File: src/rtl/des_cbc_ctrl.sv
// des_cbc_ctrl
// -----------------------------------------------------------------------------
// Sequencing controller between the bus-side plaintext FIFO and the
// single-block DES core. Each accepted plaintext block is optionally XORed
// with the chaining value (CBC) and handed to the core with a one-cycle start
// pulse. The core result is then returned on the ciphertext stream. Only one
// block is in flight at a time. A watchdog drops the block and raises a sticky
// error if the core does not answer.
//
// Ports
//   clk, rst                 clock, synchronous active-high reset
//   cfg_load/key/iv/cbc      configuration latch (taken only while idle)
//   in_valid/ready/data/last plaintext stream
//   out_valid/ready/data/last ciphertext stream
//   core_start/din/key       command to the DES core
//   core_ready/dout          DES core completion pulse and result
//   busy, err, blk_cnt       status: not idle, sticky timeout, blocks completed
// -----------------------------------------------------------------------------
module des_cbc_ctrl #(
  parameter int TIMEOUT_CYC = 64,
  parameter int CNT_W       = 16
) (
  input  logic             clk,
  input  logic             rst,
  input  logic             cfg_load,
  input  logic [63:0]      cfg_key,
  input  logic [63:0]      cfg_iv,
  input  logic             cfg_cbc,
  input  logic             in_valid,
  output logic             in_ready,
  input  logic [63:0]      in_data,
  input  logic             in_last,
  output logic             out_valid,
  input  logic             out_ready,
  output logic [63:0]      out_data,
  output logic             out_last,
  output logic             core_start,
  output logic [63:0]      core_din,
  output logic [63:0]      core_key,
  input  logic             core_ready,
  input  logic [63:0]      core_dout,
  output logic             busy,
  output logic             err,
  output logic [CNT_W-1:0] blk_cnt
);

  localparam int WD_W = $clog2(TIMEOUT_CYC) + 1;
  // The watchdog is cleared in START and reads 0 in the first WAIT cycle, so
  // it becomes TIMEOUT_CYC-1 on the same edge that raises err when it is
  // seen at TIMEOUT_CYC-2 without a core answer. err is then visible exactly
  // TIMEOUT_CYC cycles after the core_start cycle.
  localparam logic [WD_W-1:0] WD_LIMIT = WD_W'(TIMEOUT_CYC - 2);

  typedef enum logic [1:0] {
    S_IDLE,
    S_START,
    S_WAIT,
    S_OUT
  } state_t;

  state_t            state, state_nxt;
  logic [WD_W-1:0]   wdog;
  logic [63:0]       key_q, iv_q, chain_q;
  logic              cbc_q, last_q;
  logic              cfg_take, accept, core_done, timeout, out_fire;

  // Next-state and handshake decode
  always_comb begin
    state_nxt = state;
    in_ready  = 1'b0;
    cfg_take  = 1'b0;
    accept    = 1'b0;
    core_done = 1'b0;
    timeout   = 1'b0;
    out_fire  = 1'b0;
    case (state)
      S_IDLE: begin
        // cfg_load wins over a simultaneous input block
        cfg_take = cfg_load;
        in_ready = !cfg_load && !rst;
        accept   = in_valid && in_ready;
        if (accept) state_nxt = S_START;
      end
      S_START: state_nxt = S_WAIT;
      S_WAIT: begin
        core_done = core_ready;
        timeout   = !core_ready && (wdog == WD_LIMIT);
        if (core_done)    state_nxt = S_OUT;
        else if (timeout) state_nxt = S_IDLE;
      end
      S_OUT: begin
        out_fire = out_ready;
        if (out_fire) state_nxt = S_IDLE;
      end
      default: state_nxt = S_IDLE;
    endcase
  end

  assign core_start = (state == S_START);
  assign out_valid  = (state == S_OUT);
  assign busy       = (state != S_IDLE);
  assign core_key   = key_q;

  // State, configuration, chaining and result registers
  always_ff @(posedge clk) begin
    if (rst) begin
      state    <= S_IDLE;
      wdog     <= '0;
      key_q    <= '0;
      iv_q     <= '0;
      chain_q  <= '0;
      cbc_q    <= 1'b0;
      last_q   <= 1'b0;
      core_din <= '0;
      out_data <= '0;
      out_last <= 1'b0;
      err      <= 1'b0;
      blk_cnt  <= '0;
    end else begin
      state <= state_nxt;

      if (cfg_take) begin
        key_q   <= cfg_key;
        iv_q    <= cfg_iv;
        cbc_q   <= cfg_cbc;
        chain_q <= cfg_iv;
        blk_cnt <= '0;
        err     <= 1'b0;
      end

      if (accept) begin
        core_din <= cbc_q ? (in_data ^ chain_q) : in_data;
        last_q   <= in_last;
      end

      if (state == S_START)     wdog <= '0;
      else if (state == S_WAIT) wdog <= wdog + WD_W'(1);

      if (core_done) begin
        out_data <= core_dout;
        out_last <= last_q;
        // End of a CBC message restarts the chain from the IV
        if (cbc_q) chain_q <= last_q ? iv_q : core_dout;
      end

      if (timeout) err <= 1'b1;

      if (out_fire) blk_cnt <= blk_cnt + CNT_W'(1);
    end
  end

endmodule

File: config.mk
export PLATFORM = sky130hd
export DESIGN_NAME = des_cbc_ctrl
export DESIGN_NICKNAME = d
export VERILOG_FILES = /design/src/rtl/des_cbc_ctrl.sv
export SDC_FILE = /design/constraint.sdc
export NUM_CORES = 1
export LEC_CHECK = 0
export CORE_AREA = 2 2 184 186
export CTS_CLUSTER_SIZE = 20
export DETAILED_ROUTE_END_ITERATION = 10
export DIE_AREA = 0 0 186 188
export DONT_BUFFER_PORTS = 1
export HOLD_SLACK_MARGIN = 0.08
export PLACE_DENSITY = 0.58
export SYNTH_ARGS = -nofsm -noshare
export SYNTH_HDL_FRONTEND = slang
export SYNTH_SLANG_ARGS = --single-unit
File: constraint.sdc
create_clock -name clk -period 2.86 [get_ports clk]
set_input_delay 0.572 -clock clk [delete_from_list [all_inputs] [get_ports clk]]
set_output_delay 0.572 -clock clk [all_outputs]
set_load 0.05 [all_outputs]
# ---- After elaboration in Yosys (flattened, before gate mapping)
# Index checks and enable logic that the tools add are counted.
dict set report totals {
  rom_bits 0
  wordCells 54
  memories 0
  ram_bits 0
  reg_bits 349
  output_inout_bits 214
  latchBits 0
  inputBits 264
}
dict set report classes {
  n_div 0
  add_sub_neg 2
  multipliers 0
  bitwise_logic 1
  n_reduce_logical 12
  order_cmp 0
  n_eq_ne 7
  n_shift 0
  n_mux 20
}
# operator n
set ops {}
lappend ops {{2-to-1 mux 64 bit} 5}
lappend ops {{XOR 64 bit} 1}
lappend ops {{2-to-1 mux 16 bit} 2}
lappend ops {{adder 16 x 1 -> 16 bit (second input constant)} 1}
lappend ops {{2-to-1 mux 1 bit} 8}
lappend ops {{2-to-1 mux 2 bit} 4}
lappend ops {{case mux 2 bit (4 select lines)} 1}
lappend ops {{adder 7 x 1 -> 7 bit (second input constant)} 1}
lappend ops {{equality test 7 x 6 -> 1 bit (second input constant)} 1}
lappend ops {{nonzero test 2 bit} 3}
lappend ops {{equality test 2 bit (second input constant)} 2}
lappend ops {{logical AND 1 bit} 3}
lappend ops {{zero test 1 bit} 3}
lappend ops {{!= test 3 bit (second input constant)} 1}
lappend ops {{AND reduction 3 bit} 1}
lappend ops {{equality test 2 x 1 -> 1 bit (second input constant)} 1}
lappend ops {{zero test 2 bit} 1}
lappend ops {{!= test 2 x 1 -> 1 bit (second input constant)} 1}
lappend ops {{!= test 2 bit (second input constant)} 1}
lappend ops {{OR reduction 2 bit} 1}

# ---- Depth between registers and ports, before layout
# Gate-level depths: netlist of the first run.
dict set report logic_depth {
  word_depth 5
  ltp_mapped 7
  depth_no_buf 5
}

# ---- Worst setup path before layout of the first run
# OpenSTA, ideal clock, no wires.
dict set report synth_path {
  path_type {input -> register}
  from {in cfg_load}
  to {reg core_din[10]}
  required_time_ns 2.774
  setup_ns 0.086
  cell_stages 6
  setup_slack_ns 0.403
  arrival_time_ns 2.371
  cell_sequence {nor4_2 > and2_1 > buf_2 > buf_2 > nor2_1 > a211oi_1}
}
dict set report synth_between {
  elab_chain_len 4
}
# item line_no
set synth_rtl {}
lappend synth_rtl {{start: declaration} 25} ;# input logic cfg_load,
lappend synth_rtl {{zero test 1 bit} 80} ;# in_ready = !cfg_load && !rst;
lappend synth_rtl {{logical AND 1 bit} 80}
lappend synth_rtl {{logical AND 1 bit} 81} ;# accept = in_valid && in_ready;
lappend synth_rtl {{2-to-1 mux 1 bit} 76} ;# case (state)
lappend synth_rtl {{end signal: assignment} 132} ;# core_din <= cbc_q ? (in_data ^ chain_q) : in_data;
lappend synth_rtl {{end: declaration} 38} ;# output logic [63:0] core_din,
# No other way between the ends.
# A chain may end at the register's enable or synchronous reset.

# ---- Worst setup path in the final report of the first run
dict set report layout_path {
  from {reg state[1]}
  to {out out_valid}
}
dict set report layout_between {
  elab_chain_len 1
}
# item line_no
set layout_rtl {}
lappend layout_rtl {{start: declaration} 61} ;# state_t state, state_nxt;
lappend layout_rtl {{start signal: assignment} 120} ;# state <= state_nxt;
lappend layout_rtl {{equality test 2 bit} 100} ;# assign out_valid = (state == S_OUT);
lappend layout_rtl {{end: declaration} 33} ;# output logic out_valid,
# No other way between the ends.

==> results of run 1 <==
stage by stage:
step           hold slack [ns]  area, µm²  std cells  utilization
3_5_place_dp            0.4416      14340       2052       0.4332
3_3_place_gp            0.4374      14340       2052       0.4332
2_1_floorplan           0.4367      14050       1717            -
5_1_grt                0.09589      15550       2120       0.4696
6_report                0.1095      15550       2120       0.4696
4_1_cts                0.08942      15550       2120       0.4696
power by group:
| part | switching (mW) | total, mW | internal (mW) | leakage (nW) |
|---|---|---|---|---|
| logic | 0.488 | 0.781 | 0.292 | 1.76 |
| clock network | 1.99 | 4.77 | 2.78 | 0.596 |
| registers | 0.659 | 5.80 | 5.14 | 2.85 |
| total | 3.14 | 11.4 | 8.21 | 5.21 |
cells in the mapped netlist (all sizes together) (4+ instances only):
cell	n
a211oi	130
a21oi	207
a311oi	65
buf	65
clkbuf	79
dfxtp	349
inv	4
nand2	530
nand4	10
nor2	92
nor2b	66
xor2	68
cell usage in the layout, fill, tap and decap left out, types with 2 or more instances in the layout:
cell type  netlist  routed
nor2b_1         66      66
buf_4            2      24
clkbuf_1        79      12
nand3_1          2       2
and2_1           3       2
nand2_1        530     528
nor4_1           2       2
dfxtp_1        349     347
nand4b_1         2       2
a311oi_1        65      65
xor2_1          68      68
or2_2            2       2
clkinv_2         0       5
and3_1           2       2
or4_1            3       3
a211oi_1       130     130
inv_1            4       4
a22oi_1          2       2
ha_1             3       3
a21oi_1        207     207
clkbuf_16        0      39
or3_1            2       2
nand4_1          9       9
mux2_2           2       2
nor3b_1          2       2
nor3_1           2       2
mux2i_1          3       3
inv_6            0       4
buf_12           0       7
o21ai_0          2       2
o311ai_0         2       2
nor2_1          92      92
clkbuf_8         0       6
state kept, by name, indices dropped and copies added (netlist names), 2 cells and up:
| name | cells |
|---|---|
| out_data | 64 |
| core_key | 64 |
| chain_q | 64 |
| iv_q | 64 |
| state | 2 |
| wdog | 7 |
| blk_cnt | 16 |
| core_din | 64 |
layer usage:
layer	global-route usage	up-vias	share of wire
met4	0.07359	0	0.030
met3	0.08138	73	0.098
met5	0	-	0
met1	0.2610	5295	0.39
li1	-	5705	-
met2	0.3820	414	0.48
worst paths after layout:
check / start / end / slack (ns) / depth (start not counted)
max reg2reg: blk_cnt[4] / blk_cnt[14] / 0.69 / 4
max: state[1] / out_valid / 0.55 / 1
min reg2reg: iv_q[62] / iv_q[62] / 0.45 / 2
min: rst / iv_q[59] / 0.11 / 1
area by class of cell:
type	instances	area share
sequential	349	0.4497
multi-input combinational	1220	0.4152
clock buffer	57	0.07097
tap	448	0.03605
timing repair buffer	31	0.02060
clock inverter	11	0.006518
inverter	4	0.0009656
logic make-up after synthesis:
| kind of cell | Yosys count | synth area share |
|---|---|---|
| AOI/OAI and AO/OA | 414 | 0.1908 |
| xor gates and xnor gates | 69 | 0.04301 |
| buffers and inverters | 148 | 0.04496 |
| and+or+nand+nor | 728 | 0.2168 |
| adders and majority gates | 3 | 0.002671 |
| muxes | 6 | 0.004541 |
| DFF | 349 | 0.4972 |
==> summary.txt, run 1 <==
Status
  – Status: finished, final reports clean

Timing
  – Hold Fails Final Rpt: 0
  – Worst Tran Pin Value: 0.8432 ns
  – Final period utilization: 0.8091
  – Worst slew margin: 0.4378
  – Fmax: about 430 MHz
  – Clock Skew: 0.01479 ns
  – Period minus WS final: about 2.3 ns
  – Final setup viols: 0
  – Count of pins over their slew limit: 0
  – RSZ-0062 raised after global routing: false
  – Final setup margin: 0.5460 ns
  – Sum Neg Setup Slack: 0 ns

Critical path
  – CP arrival: around 1.7 ns
  – Crit path largest cell delay: 0.67 ns
  – Largest delay share family, worst path: flip-flops
  – CP Buf/Inv Count: 0
  – Slowest cell on the critical path: dfxtp_1
  – Critical path launch point type: flip-flop
  – Critical path, cell by cell: and2_1
  – Crit path capture type: output port
  – CP Class: flip-flop to output port
  – Critical path data required time: 2.29 ns
  – CP max FO: 14

Cells and area
  – Multi-input gate area: 6456 µm²
  – Area Overhead vs Synth: 10.65%
  – Layout cell share with drive strength beyond 1: 0.06280
  – # fillers: 3260
  – Flip-flop and latch area: 6992 µm²
  – Layout net count: around 1900
  – Number of diodes: 0

Yosys
  – Yosys warnings: 0
  – Syn_area_per_cell: 8.184 µm²
  – Post-synth ARST share: 0
  – Largest area contributor in the netlist: dfxtp_1
  – Post-Syn Area: 14050 µm²
  – Library cells used by synthesis: 47
  – Synthesis-stage register bit count: 349
  – Syn_nets: a little under 2000
  – Top FF cell, synth: dfxtp_1
  – Sequential-to-total area share from yosys stat: 0.4972
  – Post-synth EDFFs: 0
  – Main area contributors after synthesis: dfxtp_1 (50%), nand2_1 (14%), a21oi_1 (7.4%), a211oi_1 (6.9%), xor2_1 (4.2%)
  – Cells after synthesis: 1717
  – Post-synth top area share: 0.4972

CTS
  – Worst skew pair latency: 0.53 ns
  – CTS resizes: 0
  – Total CTS buffers: 39
  – Clock buffer depth: 3
  – Hold-fix buffer count after cts: 0
  – Clock sink count: 349
  – CTS tree: done
  – Post-CTS setup buffer count: 0
  – CTS clock-pin slew for the worst setup and hold paths: 0.06 ns
  – Clk root buf: clkbuf_16
  – H-Tree Depth: 2

Floorplan
  – Die area: 34970 µm²
  – Die Ht: 188 µm
  – Initial core utilization: 0.4244
  – Core Area: 33110 µm²
  – Overall die width: about 190 µm
  – Row cnt: 67
  – Io pins: between 400 and 500

Placed design
  – Dpl ws: 0.6899 ns
  – HPWL Detailed: 27.50 mm
  – GPL Wtd Cong: roughly 0.80
  – IO buf count: 0

Global route
  – Overflow after GRT: 0
  – Antenna violations before repair: 0
  – Vias in the first global route: 10840
  – Global-route wire length before repair: 62.37 mm
  – Largest net degree at the start of global routing: 347
  – Total track usage: 0.2249

Power and ir drop
  – PwrDens: 730.0 nW/µm²
  – Pwr Total: roughly 11 mW
  – P_leak: 5.211 nW
  – Worst ir drop on vdd: 404.1 µV

Detailed routing
  – Antenna viol nets, final: 0
  – # DRC: 0
  – Vias per cell: 5.418
  – Pre-Repair DR Iteration Count: 5
  – Post-Route WL: 40.87 mm
  – Total number of vias: 11490
  – DR iter-0 viols: 750
  – Wire length per cell: 19.28 µm

Job
  – Maxcap violations: 0

Hold path
  – Hold WC Path Type: input pin to flip-flop
Power figures use the tool's default switching activity.
==> inputs of run 2 (changes only) <==
==> config.mk (replaced) <==
export PLATFORM = sky130hd
export DESIGN_NAME = des_cbc_ctrl
export DESIGN_NICKNAME = d
export VERILOG_FILES = /design/src/rtl/des_cbc_ctrl.sv
export SDC_FILE = /design/constraint.sdc
export NUM_CORES = 1
export LEC_CHECK = 0
export CORE_AREA = 2 2 186 188
export CTS_CLUSTER_SIZE = 20
export DETAILED_ROUTE_END_ITERATION = 10
export DIE_AREA = 0 0 188 190
export DONT_BUFFER_PORTS = 1
export HOLD_SLACK_MARGIN = 0.08
export PLACE_DENSITY = 0.59
export SYNTH_ARGS = -nofsm -noshare
export SYNTH_HDL_FRONTEND = slang
export SYNTH_SLANG_ARGS = --single-unit
==> constraint.sdc (replaced) <==
create_clock -name clk -period 2 [get_ports clk]
set_input_delay 0.4 -clock clk [delete_from_list [all_inputs] [get_ports clk]]
set_output_delay 0.4 -clock clk [all_outputs]
set_load 0.05 [all_outputs]
==> run 2 against run 1 <==
Against the previous run:
- combinational power up 100%
- largest cell class unchanged
- largest power group unchanged
- register-to-register slack worse by 0.67 ns
- the flow now finishes with violations (negative hold slack)
- flip-flop and latch count unchanged
- clock-buffer cell count up 3
==> summary.txt, run 2 (synthesized netlist as in run 1, its figures left out) <==
Timing
  – Final period utilization: 0.9913
  – Hold Fails Final Rpt: 7
  – Worst slew margin: 0.2955
  – Sum Neg Setup Slack: 0 ns
  – Worst Tran Pin Value: approximately 1.1 ns
  – Fmax: 504.4 MHz
  – Hold Worst Slack: -0.05827 ns
  – Final setup viols: 0
  – Clock Skew: ~0.012 ns
  – Count of pins over their slew limit: 0
  – Period minus WS final: 1.983 ns

Global route
  – Antenna violations before repair: 2
  – Largest net degree at the start of global routing: roughly 350
  – Vias in the first global route: 11730
  – Total track usage: 0.2202
  – Global-route wire length before repair: 63.85 mm
  – Overflow after GRT: 0

Power and ir drop
  – P_leak: 6.378 nW
  – PwrDens: between 900 and 1000 nW/µm²
  – Worst ir drop on vdd: roughly 620 µV
  – Seq pwr share: 0.487
  – Switching portion of total power: 0.2720
  – Internal power: around 12 mW
  – Clock share of power: 0.418
  – Net switching power: between 4 and 5 mW
  – Pwr Total: roughly 17 mW
  – Combinational share of power: 0.094

Critical path
  – Crit path capture type: flip-flop
  – CP max FO: 18
  – Crit path largest cell delay: 0.61 ns
  – Critical path, cell by cell: buf_6, or3b_4, buf_16, nand2_1, a21oi_1, dlygate4sd3_1
  – CP arrival: 2.40 ns
  – Crit. Startpoint: state[0]
  – Critical R2R Launch: state[0]
  – Critical path launch point type: flip-flop
  – Slowest cell on the critical path: dlygate4sd3_1
  – CP Class: flip-flop to flip-flop
  – Critical path data required time: 2.41 ns

Detailed routing
  – Total number of vias: between 10000 and 15000
  – Post-Route WL: 44.96 mm
  – Wire length per cell: between 15 and 20 µm
  – # DRC: 0
  – Pre-Repair DR Iteration Count: 5
  – Antenna viol nets, final: 0
  – Vias per cell: 5.397
  – DR iter-0 viols: around 850

Floorplan
  – Initial core utilization: 0.4139
  – Io pins: around 480
  – Die area: 35720 µm²
  – Core Area: roughly 34000 µm²
  – Die Ht: between 150 and 200 µm
  – Overall die width: 188 µm
  – Row cnt: 68

Cells and area
  – # fillers: between 3000 and 4000
  – Area Overhead vs Synth: 28.46%
  – Layout cell share with drive strength beyond 1: 0.07278
  – Layout net count: 2133
  – Multi-input gate area: 6494 µm²
  – Most frequent cells in the layout: nand2_1 (527), dfxtp_1 (345), a21oi_1 (206)
  – Most common cell after layout, fill and taps aside: nand2_1
  – Flip-flop and latch area: ~7000 µm²

Placed design
  – IO buf count: 0
  – HPWL Detailed: 26.62 mm
  – GPL Wtd Cong: 0.7960

Job
  – Maxcap violations: 0

CTS
  – Worst skew pair latency: between 0.5 and 0.6 ns
  – CTS clock-pin slew for the worst setup and hold paths: 0.06 ns
  – Clk root buf: clkbuf_16
  – H-Tree Depth: 2
  – CTS tree: done
  – Total CTS buffers: 38
  – Clock buffer depth: 3
  – Clock sink count: ~350

Status
  – Failing checks: negative hold slack
  – Status: finished with violations

Hold path
  – Hold WC Path Type: input pin to flip-flop
  – Worst Min Path Start: rst
## run 2: cell count changes in the layout (fill, tap and decap cells not counted), moves of 2 or more
cell / previous run / this run
clkbuf_16: 39 / 47
buf_12: 7 / 12
diode_2: 0 / 2
buf_4: 24 / 33
dfxtp_2: 1 / 3
buf_16: 0 / 2
buf_6: 0 / 4
dfxtp_1: 347 / 345
dlygate4sd3_1: 0 / 196
inv_6: 4 / 0
## run 2: cell type report
class                   count  area share
repair buffers            253      0.1496
multi-input cells        1220      0.3597
diodes                      2   0.0002773
flip-flops and latches    349      0.3875
clock buffers              60     0.06467
clock inverters            10    0.005892
inverters                   4   0.0008318
well taps                 455     0.03154
## run 2: worst max-delay path: cells and delay by family (launching register included)
family | cells | cell delay (ns)
buf+inv | 3 | 0.95
simple gates | 2 | 0.53
flops | 1 | 0.31
compound gates | 1 | 0.06
## run 2: power by group through the flow
stage,logic (mW),clock network [mW],registers [mW]
after floorplan,1.01,0,8.34
after global placement,1.13,0,8.42
after detailed placement,1.16,0,8.43
after CTS,1.29,7.25,8.28
after global routing,1.76,7.51,8.33
final,1.60,7.11,8.28
## run 2: final timing paths
path | endpoint | slack (ns) | cells after the start
setup reg to reg | iv_q[50] | 0.02 | 6
hold reg to reg | iv_q[21] | 0.45 | 2
setup / recovery | iv_q[50] | 0.02 | 6
hold / removal | out_data[12] | -0.06 | 1
## run 2: stage by stage
| stage | cell area, µm² | setup WS [ns] | cells | utilization | hold slack [ns] |
|---|---|---|---|---|---|
| after CTS | 16650 | 0.008028 | 2224 | 0.4905 | -0.07400 |
| final | 18050 | 0.01739 | 2353 | 0.5317 | -0.05827 |
| after floorplan | 14060 | 0.009670 | 1717 | - | 0.4367 |
| after detailed placement | 14530 | 0.2438 | 2069 | 0.4279 | 0.4441 |
| after global routing | 18050 | -0.01424 | 2353 | 0.5317 | -0.07763 |
| after global placement | 14530 | 0.2587 | 2069 | 0.4279 | 0.4366 |
## run 2: repair_timing
action,4_1_cts,5_1_grt
endpoints found under the setup margin,0,43
setup buffers,0,10
hold endpoints to repair,341,212
hold buffers,85,111
gates resized for setup,0,12
## run 2: routing by layer
layer	wire [µm]	part of all wire	up-vias	global-route usage
met2	21050	0.47	542	0.3667
met1	18100	0.40	5900	0.2635
met3	3862	0.086	113	0.06752
met5	0	0	-	0
met4	1953	0.043	0	0.09358
li1	-	-	6143	-
==> RTL change 1, RTL diff (config.mk and constraints of run 2) <==
Set the parameter `TIMEOUT_CYC` to 128 (it was 64).
--- a/src/rtl/des_cbc_ctrl.sv
+++ b/src/rtl/des_cbc_ctrl.sv
@@ -19,3 +19,3 @@
 module des_cbc_ctrl #(
-  parameter int TIMEOUT_CYC = 64,
+  parameter int TIMEOUT_CYC = 128,
   parameter int CNT_W       = 16
Behaviour: same outputs for any inputs over 4 cycles, from zero or initial values and one cycle with rst high; that may be too few to reach the edited logic, so the function may still have changed.
==> RTL change 1 against run 2 <==
The run ends with negative hold slack, negative setup slack left; first-iteration DRC count is 7.3% lower; total power is 1.7% higher; sequential share of layout area is 0.20 points higher; synthesized cell count is 0.76% higher; cell area is 0.16% lower; routed wire length is 6.6% higher; worst setup slack worse by 27 ps; clock power is 3.2% higher; critical path depth stayed put; largest cell class unchanged; count of clock-buffer cells in the layout is 2 lower; sequential cell count is 1 higher; sequential power hardly changed; critical endpoint is now iv_q[17]; synthesized area is 1.7% higher; via count is 0.12% higher.
==> RTL change 1: results <==
{
  "status": "complete, but fails checks",
  "failed_checks": "negative hold slack, negative setup slack",
  "drive_gt1_share_pct": 9.26,
  "grt_max_degree": 351,
  "yosys-top-cells-area": "dfxtp_1, nand2_1, a21oi_1, a211oi_1, a311oi_1",
  "grt_first_pass_wirelength_um": 68700,
  "wirelength_um": 47900,
  "min_path_cells": 1,
  "p_leak_nw": 6.62,
  "hold_violations": 2,
  "gp_congestion": 0.833,
  "htreeDepth": 2,
  "async_flop_share_pct": 0,
  "cp-startpoint": "state[0]",
  "routed_via_density": 5.46,
  "path_max_fanout": 16,
  "synth_edf_count": 0,
  "grtUsageTotal_pct": 23.9,
  "yosys-top-cells-count": "nand2_1, dfxtp_1, a21oi_1",
  "place.detailed.hpwl_um": 29300,
  "drt-initial-drc-count": 783,
  "synth_seq_area_share_pct": 49.0,
  "cts_root_buf": "clkbuf_16",
  "hold_class": "input pin to flip-flop",
  "min-delay-start": "rst",
  "dpl_worst_slack_ps": 163,
  "io_buffers": 0,
  "clock_skew_ps": 11.7,
  "clock_latency_ps": 520,
  "antenna_found_initial": 4,
  "nets": 2108,
  "yosys_warnings": 0,
  "setup_slack_ps": -9.70,
  "clk_pin_slew_ps": 60,
  "worstMarginPinSlew_ps": 771,
  "drtPass1Iterations": 5,
  "yosysUniqueCellTypes": 45,
  "setup_viol": 13,
  "whs_ps": -27.2,
  "numCtsBuffers": 40,
  "r2r_cells": 6,
  "vdd_drop_max_mv": 0.781,
  "fillers": 3118,
  "grt_pass1_vias": 12200,
  "critPathArrivalTime_ps": 2410,
  "synth.net_count": 1997
}
[RTL change 1: layer usage]
| metal | GRT usage, % | vias up | routed length [um] |
|---|---|---|---|
| li1 | - | 6120 | - |
| met3 | 6.18 | 101 | 3710 |
| met4 | 9.24 | 0 | 1610 |
| met5 | 0 | - | 0 |
| met1 | 28.7 | 5938 | 19000 |
| met2 | 41.1 | 554 | 23600 |
[RTL change 1: path summary, 6_finish.rpt]
path | endpoint | slack [ps]
worst max-delay path | iv_q[17] | -10
worst min-delay path | out_data[6] | -30
worst max register to register | iv_q[17] | -10
worst min register to register | iv_q[34] | 450
[RTL change 1: layout make-up]
class | count | area, sq um | share of cell area, %
antenna | 4 | 10.0 | 0.0555
clock buffer | 58 | 1190 | 6.60
clock inverter | 12 | 128 | 0.708
inverter | 5 | 18.8 | 0.104
multi-input combinational | 1231 | 6640 | 36.8
sequential | 350 | 7020 | 38.9
tap | 455 | 569 | 3.16
timing repair buffer | 213 | 2450 | 13.6
[RTL change 1: report_power, final]
group          total [mW]  internal, mW  switching, mW  leakage, nW
registers            8.27          7.35          0.912         2.86
logic                1.68         0.795          0.889         3.11
clock network        7.34          4.39           2.95        0.651
[RTL change 1: what timing repair did]
item,CTS,global route
pin swaps,0,4
hold buffers,144,9
cloned,0,10
buffers inserted,0,9
endpoints found under the hold margin,342,240
endpoints found under the setup margin,2,85
gates resized for setup,2,38
[RTL change 1: cells by family after synthesis]
group                      share of synthesized area [%]
adders and majority gates                          0.263
xor gates and xnor gates                            4.23
and+or+nand+nor                                     21.5
AOI/OAI and AO/OA                                   19.4
buffers and inverters                               4.91
DFF                                                 49.0
muxes                                              0.683
[RTL change 1: critical path, stage by stage (launching register included)]
cell	delay [ps]
dfxtp_4	370
or3b_4	430
buf_12	170
buf_16	160
nand2_1	70
a21oi_1	70
dlygate4sd3_1	610
[RTL change 1: through the flow]
stage / power, mW / area [sq um] / setup TNS [ps] / hold slack, ps / instances
2_1_floorplan: 9.35 / 14300 / 0 / 437 / 1730
3_3_place_gp: 9.56 / 14700 / 0 / 440 / 2082
3_5_place_dp: 9.60 / 14700 / 0 / 446 / 2082
4_1_cts: 17.2 / 17500 / 0 / -60.7 / 2296
5_1_grt: 17.9 / 18000 / -1000 / -47.2 / 2327
6_report: 17.3 / 18000 / -68.7 / -27.2 / 2328
==> RTL change 2, RTL diff (flow settings as in run 2) <==
Without the edit above. Encoding of `state_t`: now one-hot (4 bits for 4 states).
--- a/src/rtl/des_cbc_ctrl.sv
+++ b/src/rtl/des_cbc_ctrl.sv
@@ -53,7 +53,7 @@
 
-  typedef enum logic [1:0] {
-    S_IDLE,
-    S_START,
-    S_WAIT,
-    S_OUT
+  typedef enum logic [3:0] {
+    S_IDLE  = 4'b0001,
+    S_START = 4'b0010,
+    S_WAIT  = 4'b0100,
+    S_OUT   = 4'b1000
   } state_t;
Function: same outputs for any inputs over 4 cycles, from zero or initial values and one cycle with rst high; so few cycles prove little.
==> RTL change 2 against run 2 <==
The flow finishes with violations (negative hold slack, negative setup slack); hold slack lost 15 ps; synthesized area grew 4.8%; worst setup slack lost 230 ps; fmax shrank 10%; cell area grew 4.0%; sequential cell count grew 2; global-route usage grew 1.5 points; routed wire length grew 2.5%; clock skew grew 8.0 ps; critical path type is now flip-flop to output port; critical endpoint is now in_ready; highest routed layer is now met5.
Power is not compared: it rests on default switching activity, and its combinational part moved more than twofold at a synthesized area within 25%.
==> RTL change 2: results <==
{
  "worstMarginPinSlew_ps": 1310,
  "rr_startpoint": "state[1]",
  "status": "complete, but fails checks",
  "post_cts_resized": 15,
  "setup_viol": 4,
  "clock_skew_ps": 19.9,
  "ctsHoldBuffers": 73,
  "clock_latency_ps": 570,
  "numCtsBuffers": 40,
  "yosys-top-cells-area": "dfxtp_1, nand2_1, a21oi_1, a221oi_2, mux2i_1",
  "postCtsSetupBuffers": 6,
  "cp_top_family": "simple AND/OR/NAND/NOR gates",
  "slowest_stage": "dfxtp_4",
  "setup_slack_ps": -210,
  "fin_setup_tns_ps": -335,
  "synth-xor-area-share_pct": 4.40,
  "grtUsageTotal_pct": 23.5,
  "fin_area_sq_um": 18800,
  "endpoint": "in_ready",
  "rr_endpoint": "core_key[41]",
  "path_max_fanout": 7,
  "r2r_slack_ps": -40,
  "post_drt_wl_per_cell_um": 19.5,
  "yosys-top-cells-count": "nand2_1, dfxtp_1, a21oi_1",
  "place.detailed.hpwl_um": 29300,
  "failed_checks": "negative hold slack, negative setup slack",
  "synth_seq_area_share_pct": 47.7,
  "synth_area_per_cell_sq_um": 8.58,
  "cp-startpoint": "state[1]",
  "grt_first_pass_wirelength_um": 66600,
  "routed_via_density": 5.40,
  "power.total_mw": 23.6,
  "grt_max_degree": 339,
  "fillers": 2974,
  "yosysUniqueCellTypes": 49,
  "hold_violations": 9,
  "drive_gt1_share_pct": 11.9,
  "r2r_cells": 8,
  "wirelength_um": 46100,
  "dpl_worst_slack_ps": 43.6,
  "whs_ps": -72.8,
  "synth_mux_area_share_pct": 4.42
}
==> RTL change 2: layer usage <==
layer	global-route usage [%]	vias up	share of wire, %
li1	-	6159	-
met1	27.1	5952	39
met5	0	-	0.028
met4	10.5	2	3.7
met3	7.86	99	8.8
met2	39.7	541	49
==> RTL change 2: final cells by class <==
class | instances | area share, %
Inverter | 8 | 0.160
Sequential cell | 351 | 37.5
Clock buffer | 59 | 6.30
Multi-Input combinational cell | 1215 | 37.4
Timing Repair Buffer | 256 | 14.7
Tap cell | 455 | 3.03
Antenna cell | 1 | 0.0133
Clock inverter | 15 | 0.899
==> RTL change 2: worst reg2reg max path: cells and delay by family (launching register included) <==
kind                   cells  cell delay (ps)
buffers and inverters      4              740
and+or+nand+nor            3              590
DFF                        1              380
AOI/OAI and AO/OA          1              210
